### src/rtl/div_unit_pkg.sv
// Shared decode constants and divider definitions: opcode/funct fields, state
// encodings, datapath width and the divide-by-zero quotient.
package div_unit_pkg;

  localparam logic [5:0] OP_SPECIAL = 6'b000000;
  localparam logic [5:0] FUNCT_DIV  = 6'b011010;
  localparam logic [5:0] FUNCT_DIVU = 6'b011011;

  localparam int DIV_WIDTH = 32;
  localparam logic [DIV_WIDTH-1:0] DIV_ZERO_QUOT = 32'hFFFF_FFFF;
  localparam logic [5:0] DIV_LAST_STEP = 6'd31;

  typedef enum logic [1:0] {
    DIV_IDLE    = 2'b00,
    DIV_DIVZERO = 2'b01,
    DIV_ON      = 2'b10,
    DIV_END     = 2'b11
  } div_state_e;

  function automatic logic [DIV_WIDTH-1:0] neg_if(input logic neg,
                                                  input logic [DIV_WIDTH-1:0] val);
    return neg ? ((~val) + DIV_WIDTH'(1)) : val;
  endfunction

endpackage

### src/rtl/div_unit.sv
// Iterative 32-bit restoring divider for DIV/DIVU, one quotient bit per cycle,
// with pipeline stall request and annul support.
//
// state   | meaning
// IDLE    | waiting for start; operands latched on exit
// DIVZERO | divisor was zero, canned result loaded on exit
// ON      | 32 shift-subtract steps, counter 0..31
// END     | result valid, held while start stays high
module div_unit
  import div_unit_pkg::*;
(
  input  logic                   clk,
  input  logic                   resetn,
  input  logic                   start,
  input  logic                   signed_div,
  input  logic                   annul,
  input  logic [DIV_WIDTH-1:0]   opdata1,
  input  logic [DIV_WIDTH-1:0]   opdata2,
  output logic [2*DIV_WIDTH-1:0] result,
  output logic                   ready,
  output logic                   stall_req
);

  div_state_e state_q, state_d;
  logic [5:0]             cnt_q;
  logic                   sgn_q;
  logic                   neg1_q;
  logic                   neg2_q;
  logic [DIV_WIDTH-1:0]   dvd_q;
  logic [DIV_WIDTH-1:0]   dvs_q;
  logic [DIV_WIDTH-1:0]   rem_q;
  logic [2*DIV_WIDTH-1:0] result_q;

  logic                   accept;
  logic [DIV_WIDTH:0]     trial;
  logic [DIV_WIDTH:0]     diff;
  logic                   step_bit;
  logic [DIV_WIDTH-1:0]   step_rem;
  logic [DIV_WIDTH-1:0]   step_quot;
  logic [DIV_WIDTH-1:0]   quot_fix;
  logic [DIV_WIDTH-1:0]   rem_fix;

  assign accept = start && !annul;

  // Partial remainder is always below the divisor, so the 33-bit difference
  // only has bit 32 set when the trial subtraction borrows.
  always_comb begin
    trial     = {rem_q, dvd_q[DIV_WIDTH-1]};
    diff      = trial - {1'b0, dvs_q};
    step_bit  = ~diff[DIV_WIDTH];
    step_rem  = step_bit ? diff[DIV_WIDTH-1:0] : trial[DIV_WIDTH-1:0];
    step_quot = {dvd_q[DIV_WIDTH-2:0], step_bit};
    quot_fix  = neg_if(sgn_q & (neg1_q ^ neg2_q), step_quot);
    rem_fix   = neg_if(sgn_q & neg1_q, step_rem);
  end

  always_comb begin
    state_d   = state_q;
    stall_req = 1'b0;
    ready     = 1'b0;
    case (state_q)
      DIV_IDLE: begin
        if (accept) begin
          stall_req = 1'b1;
          state_d   = (opdata2 == '0) ? DIV_DIVZERO : DIV_ON;
        end
      end
      DIV_DIVZERO: begin
        stall_req = 1'b1;
        state_d   = annul ? DIV_IDLE : DIV_END;
      end
      DIV_ON: begin
        stall_req = 1'b1;
        if (annul) begin
          state_d = DIV_IDLE;
        end else if (cnt_q == DIV_LAST_STEP) begin
          state_d = DIV_END;
        end
      end
      DIV_END: begin
        ready = !annul;
        if (annul || !start) begin
          state_d = DIV_IDLE;
        end
      end
      default: state_d = DIV_IDLE;
    endcase
  end

  assign result = ready ? result_q : '0;

  always_ff @(posedge clk or negedge resetn) begin
    if (!resetn) begin
      state_q <= DIV_IDLE;
    end else begin
      state_q <= state_d;
    end
  end

  always_ff @(posedge clk or negedge resetn) begin
    if (!resetn) begin
      cnt_q    <= '0;
      sgn_q    <= 1'b0;
      neg1_q   <= 1'b0;
      neg2_q   <= 1'b0;
      dvd_q    <= '0;
      dvs_q    <= '0;
      rem_q    <= '0;
      result_q <= '0;
    end else begin
      case (state_q)
        DIV_IDLE: begin
          if (accept) begin
            cnt_q    <= '0;
            rem_q    <= '0;
            sgn_q    <= signed_div;
            neg1_q   <= opdata1[DIV_WIDTH-1];
            neg2_q   <= opdata2[DIV_WIDTH-1];
            result_q <= '0;
            // Zero divisor keeps the raw dividend: it becomes the remainder.
            if (opdata2 == '0) begin
              dvd_q <= opdata1;
              dvs_q <= '0;
            end else begin
              dvd_q <= neg_if(signed_div & opdata1[DIV_WIDTH-1], opdata1);
              dvs_q <= neg_if(signed_div & opdata2[DIV_WIDTH-1], opdata2);
            end
          end
        end
        DIV_DIVZERO: begin
          result_q <= annul ? '0 : {dvd_q, DIV_ZERO_QUOT};
        end
        DIV_ON: begin
          if (annul) begin
            cnt_q    <= '0;
            result_q <= '0;
          end else begin
            dvd_q <= step_quot;
            rem_q <= step_rem;
            if (cnt_q == DIV_LAST_STEP) begin
              cnt_q    <= '0;
              result_q <= {rem_fix, quot_fix};
            end else begin
              cnt_q <= cnt_q + 6'd1;
            end
          end
        end
        DIV_END: begin
          if (annul || !start) begin
            result_q <= '0;
          end
        end
        default: result_q <= '0;
      endcase
    end
  end

endmodule

### config.mk
export PLATFORM = sky130hd
export DESIGN_NAME = div_unit
export DESIGN_NICKNAME = d
export VERILOG_FILES = /design/src/rtl/div_unit_pkg.sv /design/src/rtl/div_unit.sv
export SDC_FILE = /design/constraint.sdc
export NUM_CORES = 1
export LEC_CHECK = 0
export ABC_CLOCK_PERIOD_IN_PS = 13450
export CAP_MARGIN = 20
export CORE_UTILIZATION = 45
export CTS_CLUSTER_DIAMETER = 100
export DETAILED_ROUTE_END_ITERATION = 8
export PLACE_DENSITY = 0.66
export SLEW_MARGIN = 20
export SYNTH_ARGS = -nofsm -noshare
export SYNTH_HDL_FRONTEND = slang
export SYNTH_SLANG_ARGS = --single-unit
### constraint.sdc
create_clock -name clk -period 13.45 [get_ports clk]
set_clock_uncertainty 0.2 [all_clocks]
set_input_delay 2.69 -clock clk [delete_from_list [all_inputs] [get_ports clk]]
set_output_delay 2.69 -clock clk [all_outputs]
set_load 0.02 [all_outputs]
==> run metrics, run 1 <==
status=finished clean; total die area=29,390 µm²; synth top area cells=dfrtp_1, o21ai_0, nand2_1, xnor2_1, a21oi_1; n_diodes=0; post-DR wirelength/cell=17.27 µm; final worst slack=around 5.5 ns; GP Congestion=~0.89; register area=about 4300 µm²; Crit path top cell by count=clkdlybuf4s50_1; r2r worst-path depth=21; Syn Nets=between 1,500 and 2,000; mapped cell area=between 10,000 and 15,000 µm²; layout cell share with drive strength beyond 1=4.577%; largest net degree at the start of global routing=101; fin crit share=~59%; Slew headroom=approximately 33%; CTS root buf=clkbuf_16; Final ANT Viol Nets=0; first-pass GRT wire length=about 58,000 µm; Post-synth EDFFs=0; Req. time, crit path=roughly 11 ns; Seq/Total Area, Yosys=between 30 and 40%; CP max stage delay=0.83 ns; core box area=about 28,000 µm²; #FFs+latches synth=171; DR vias/cell=5.715; Top Ports=around 140; Overall Global Routing Usage=roughly 25%; critical path class=in2out; CTS tree=yes; DR pass1 iterations=5; Max Used Layer=met4; Synth Instances=approximately 1,600; Worst R2R End=result_q[58]; Syn Area/Cell=between 7 and 8 µm²; final cell utilization of the core=about 54%; synth unique cells=between 80 and 90; met1 WL=~17,000 µm; vias in the first global route=~11,000; RSZ-0062 raised after global routing=false; CTS Buffer Depth=2; pre-CTS setup slack=about 5.5 ns; vias post-DR=between 10,000 and 15,000; met2 wire len=between 15,000 and 20,000 µm; RR Startpoint=dvd_q[31]; initial antenna violation count=0; Final setup viols=0; DR iter-0 viols=between 800 and 900; Critical Path AT=~5 ns; die height=171.4 µm; Leak=roughly 6.4 nW; Final Hold Viols=0; # DRC=0; Hold Crit Start=result_q[33]; CTS buffer count=17; Worst Setup End Kind=primary output; maximum fanout along the worst path=65; PwrDens=approximately 180 nW/µm²; # resized after CTS=0; Tot Pwr=between 2 and 3 mW; Synth Warn #=0; hold_buf cts=0; setup tns final=0 ns; post-synth top area share=between 30% and 40%; filler instances=approximately 2,700; Max Slew Vio Count=0; multi-input logic area=about 8100 µm²; reg2reg setup slack=6.95 ns; CTS sink cnt=between 150 and 200; Max Fclk=around 0.13 GHz; Hold WC Path Type=reg2reg; CP Launch Type=primary input; P&R area growth vs syn=16.54%; hold worst-path end=result_q[33]; post-DP HPWL=26,700 µm; Max VDD drop=0.09670 mV; GR Overflow Total=0; Hold Crit Depth=2; Nets=approximately 1,800; max cap viols=0; Reg clk slew, reported paths=about 0.07 ns; Most used DFF post-synth=dfrtp_1; FP Rows=between 60 and 70; Starting Density=~46%; # H-tree levels=4; FFs w/ async S/R, synth=100.0%; post-CTS setup buffer count=0; Worst Max-Slew Pin Slew=approximately 1 ns; IO Port Bufs=134; critical path's slowest cell=nor2b_4; Final min period=~8 ns; clk_lat worst skew=roughly 0.44 ns; CP Cell Sequence=clkdlybuf4s50_1 > nor2b_4 > and2_1 > clkdlybuf4s50_1; Die W=approximately 170 µm; routed wl met3=around 2000 µm; total wire length=roughly 36,000 µm; area leader, netlist=dfrtp_1
==> layout by cell type, fill, tap and decap left out, drive strengths merged, types with 6 or more instances in the layout <==
master         netlist  layout
inv                 55      66
a211oi              10      10
nor3                30      30
clkdlybuf4s50        0     133
nor2b                9       9
buf                 17      12
a21o                12      12
a32oi                6       6
or3                 13      13
nand4                9       9
o41ai               11      11
nand3               22      22
a22oi               27      27
and3                14      14
clkbuf              81      17
mux2i               47      47
a21oi              124     124
ha                  43      43
o21ai              224     224
and2                78      78
o21a                 6       6
dfrtp              171     171
nor4                13      13
xor2                51      51
nor2                92      92
nand2b              15      15
or2                  6       6
a31oi               19      19
or4                 11      11
nand2              231     231
o31ai               26      26
xnor2               89      89
==> worst max path at each step <==
stage	from	end
2_1_floorplan	annul	result[10]
3_3_place_gp	annul	result[53]
3_5_place_dp	annul	result[31]
4_1_cts	annul	result[31]
5_1_grt	annul	result[16]
6_report	annul	result[31]
==> through the flow <==
stage          std cells  hold WS, ns  cell area (µm²)
4_1_cts             2082       0.2800            15040
5_1_grt             2082       0.3060            15050
3_3_place_gp        2050       0.2565            14440
6_report            2082       0.2750            15050
3_5_place_dp        2050       0.2620            14440
2_1_floorplan       1625       0.2402            12920
==> cells by family (layout without fill, tap and decap cells) <==
kind of cell    after synthesis  count (layout)  share of synthesized area, %
mux                          48              48                         3.729
xor+xnor                    140             140                         9.492
simple gates                557             557                         20.86
fa+ha+maj                    44              44                         4.320
flops                       171             171                         33.13
buf+inv                     153             232                         4.736
compound gates              512             512                         23.73
==> routing by layer <==
metal / vias up / track usage (%)
met2: 370 / 41.35
met4: 0 / 6.871
met1: 5605 / 35.35
met5: - / 0
met3: 34 / 2.577
li1: 5890 / -
==> registers in the layout (all words and copies together) (netlist names) <==
register	count
cnt_q	6
dvd_q	32
dvs_q	32
neg1_q	1
neg2_q	1
rem_q	32
result_q	64
sgn_q	1
state_q	2
==> layout make-up <==
type                       count  area share (%)
clock buffer                  17           2.826
clock inverter                15           1.213
inverter                      55           1.371
multi-input combinational   1301           53.56
sequential                   171           28.42
tap                          378           3.142
timing repair buffer         145           9.466
==> cells in the mapped netlist, types with 10 or more instances <==
library cell  instances
o21ai_0             204
or3_1                12
xor2_1               51
nand3_1              22
nor4_1               13
nor3_1               29
nand2_1             230
dfrtp_1             171
mux2i_1              47
xnor2_1              89
and3_1               13
clkbuf_1             81
a31oi_1              19
nand2b_1             15
ha_1                 43
and2_1               75
a21o_1               12
a21oi_1             124
a22oi_1              27
or4_1                10
o31ai_1              25
inv_1                54
o21ai_1              20
nor2_1               92
==> power by group <==
group	internal (mW)	switching, mW	total (mW)	leakage, nW
sequential	0.679	0.165	0.844	2.28
combinational	0.479	0.822	1.30	3.82
clock	0.270	0.245	0.515	0.302
total	1.43	1.23	2.66	6.40
==> worst max-delay path: cells and delay by family <==
family        cells  cell delay, ns
simple gates      2            1.08
buf+inv           2            1.20
No activity file was read; power rests on OpenSTA's default activity.
==> run 2: changes to the inputs <==
--- a/config.mk
+++ b/config.mk
@@ -5,12 +5,12 @@
 export SDC_FILE = /design/constraint.sdc
 export NUM_CORES = 1
 export LEC_CHECK = 0
-export ABC_CLOCK_PERIOD_IN_PS = 13450
+export ABC_CLOCK_PERIOD_IN_PS = 6600
 export CAP_MARGIN = 20
 export CORE_UTILIZATION = 45
 export CTS_CLUSTER_DIAMETER = 100
 export DETAILED_ROUTE_END_ITERATION = 8
-export PLACE_DENSITY = 0.66
+export PLACE_DENSITY = 0.68
 export SLEW_MARGIN = 20
 export SYNTH_ARGS = -nofsm -noshare
 export SYNTH_HDL_FRONTEND = slang
==> constraint.sdc (replaced) <==
create_clock -name clk -period 6.6 [get_ports clk]
set_clock_uncertainty 0.2 [all_clocks]
set_input_delay 1.32 -clock clk [delete_from_list [all_inputs] [get_ports clk]]
set_output_delay 1.32 -clock clk [all_outputs]
set_load 0.02 [all_outputs]
==> run metrics, run 2 (same netlist as run 1, synthesis figures left out) <==
P&R area growth vs syn=16.58%; total wire length=36,450 µm; GR Overflow Total=0; commonest non-fill, non-tap cells in the layout=nand2_1, o21ai_0, dfrtp_1, clkdlybuf4s50_1, a21oi_1; CP Launch Type=flip-flop; Final min period=about 5.3 ns; hold_buf cts=0; Nets=1,809; # H-tree levels=4; Crit path top cell by count=a21oi_1; status=finished clean; Final ANT Viol Nets=0; CTS Buffer Depth=2; maximum fanout along the worst path=12; Slew headroom=between 30% and 40%; post-CTS setup buffer count=0; max cap viols=0; DR iter-0 viols=812; die height=around 170 µm; layout cell share with drive strength beyond 1=between 4 and 5%; register name with the most flops=result_q; core box area=around 28,000 µm²; Max Fclk=0.1871 GHz; Hold WC Path Type=reg2reg; Max VDD drop=~0.2 mV; Final setup viols=0; initial antenna violation count=0; Starting Density=between 40% and 50%; Worst Setup End Kind=flip-flop; IO Port Bufs=between 100 and 150; CP max stage delay=roughly 0.4 ns; Tot Pwr=5.407 mW; Leak=6.393 nW; filler instances=approximately 2,700; fin crit share=around four fifths; Worst Max-Slew Pin Slew=1.034 ns; RSZ-0062 raised after global routing=false; largest net degree at the start of global routing=slightly above 70; total die area=29,390 µm²; Reg clk slew, reported paths=roughly 0.080 ns; Critical Path AT=between 5 and 6 ns; DR pass1 iterations=5; Final Hold Viols=0; Die W=171.4 µm; CTS root buf=clkbuf_16; CTS tree=yes; n_diodes=0; # DRC=0; Top Ports=about 140; commonest non-fill, non-tap cell in the layout=nand2_1; CTS sink cnt=171; FP Rows=slightly above 60; critical path's slowest cell=dfrtp_1; CP Cell Sequence=inv_1 > ha_1 > fa_1 > nor2b_1 > o21a_1 > o21ai_1 > a211oi_2 > o21ai_1 > a211oi_4 > inv_1 > a21oi_1 > ha_1 > nand2_1 > or3_1 > mux2i_1 > a21oi_1 > a21oi_1 > nand2b_1 > xor2_1 > o21ai_0; setup tns final=0 ns; post-DR wirelength/cell=approximately 17 µm; register area=between 4000 and 5000 µm²; Largest register FFs=64; DR vias/cell=5.723; PwrDens=between 300 and 400 nW/µm²; vias in the first global route=around 11,000; critical path class=reg2reg; CTS buffer count=17; first-pass GRT wire length=59,240 µm; GP Congestion=about 0.9; Overall Global Routing Usage=between 20% and 30%; Req. time, crit path=6.73 ns; clk_lat worst skew=around 0.44 ns; vias post-DR=around 12,000; post-DP HPWL=roughly 27,000 µm; # resized after CTS=0; multi-input logic area=a little over 8000 µm²; Max Slew Vio Count=0
run 2: cell type report:
cell class	count	share of cell area, %
multi-input combinational	1301	53.51
timing repair buffer	150	9.713
clock buffer	18	2.850
sequential	171	28.41
clock inverter	14	1.005
tap	378	3.141
inverter	55	1.371
run 2: report_power, final:
part | switching, mW | internal, mW | leakage [nW] | total [mW]
clock network | 0.482 | 0.536 | 0.283 | 1.02
registers | 0.326 | 1.38 | 2.28 | 1.71
logic | 1.70 | 0.982 | 3.83 | 2.68
run 2: metrics by stage:
step | instances | util [%] | hold WS, ns | setup slack (ns) | instance area, µm²
global placement | 2055 | 51.67 | 0.2537 | 1.438 | 14470
global route | 2087 | 53.76 | 0.2864 | 0.7893 | 15060
floorplan | 1625 | - | 0.2402 | 1.730 | 12920
CTS | 2087 | 53.76 | 0.2792 | 1.236 | 15060
detailed placement | 2055 | 51.69 | 0.2622 | 1.335 | 14480
finish | 2087 | 53.76 | 0.2727 | 1.254 | 15060
run 2: path summary, 6_finish.rpt:
check                            start  cells past startpoint  slack (ns)           end
max                          dvd_q[31]                     20        1.25  result_q[58]
min                        result_q[8]                      2        0.27   result_q[8]
max reg2reg                  dvd_q[31]                     20        1.25  result_q[58]
min reg2reg                result_q[8]                      2        0.27   result_q[8]
max in group asynchronous       resetn                      2        4.37     dvs_q[19]
min in group asynchronous       resetn                      1        0.64      dvd_q[4]
run 2: routing by layer:
metal  track usage, %  vias to the layer above  part of all wire [%]
met1            35.94                     5642                    47
met2            41.88                      381                    46
li1                 -                     5884                     -
met4            7.298                        0                   1.9
met3            2.600                       37                   5.6
met5                0                        -                     0
run 2: worst max-delay path, delay by kind of cell, from the launching register on:
kind                       cells  cell delay, ns
xor gates and xnor gates       1            0.15
buffers and inverters          2            0.33
AOI/OAI and AO/OA              9            2.14
adders and majority gates      3            0.89
muxes                          1            0.34
and+or+nand+nor                4            0.76
DFF                            1            0.41
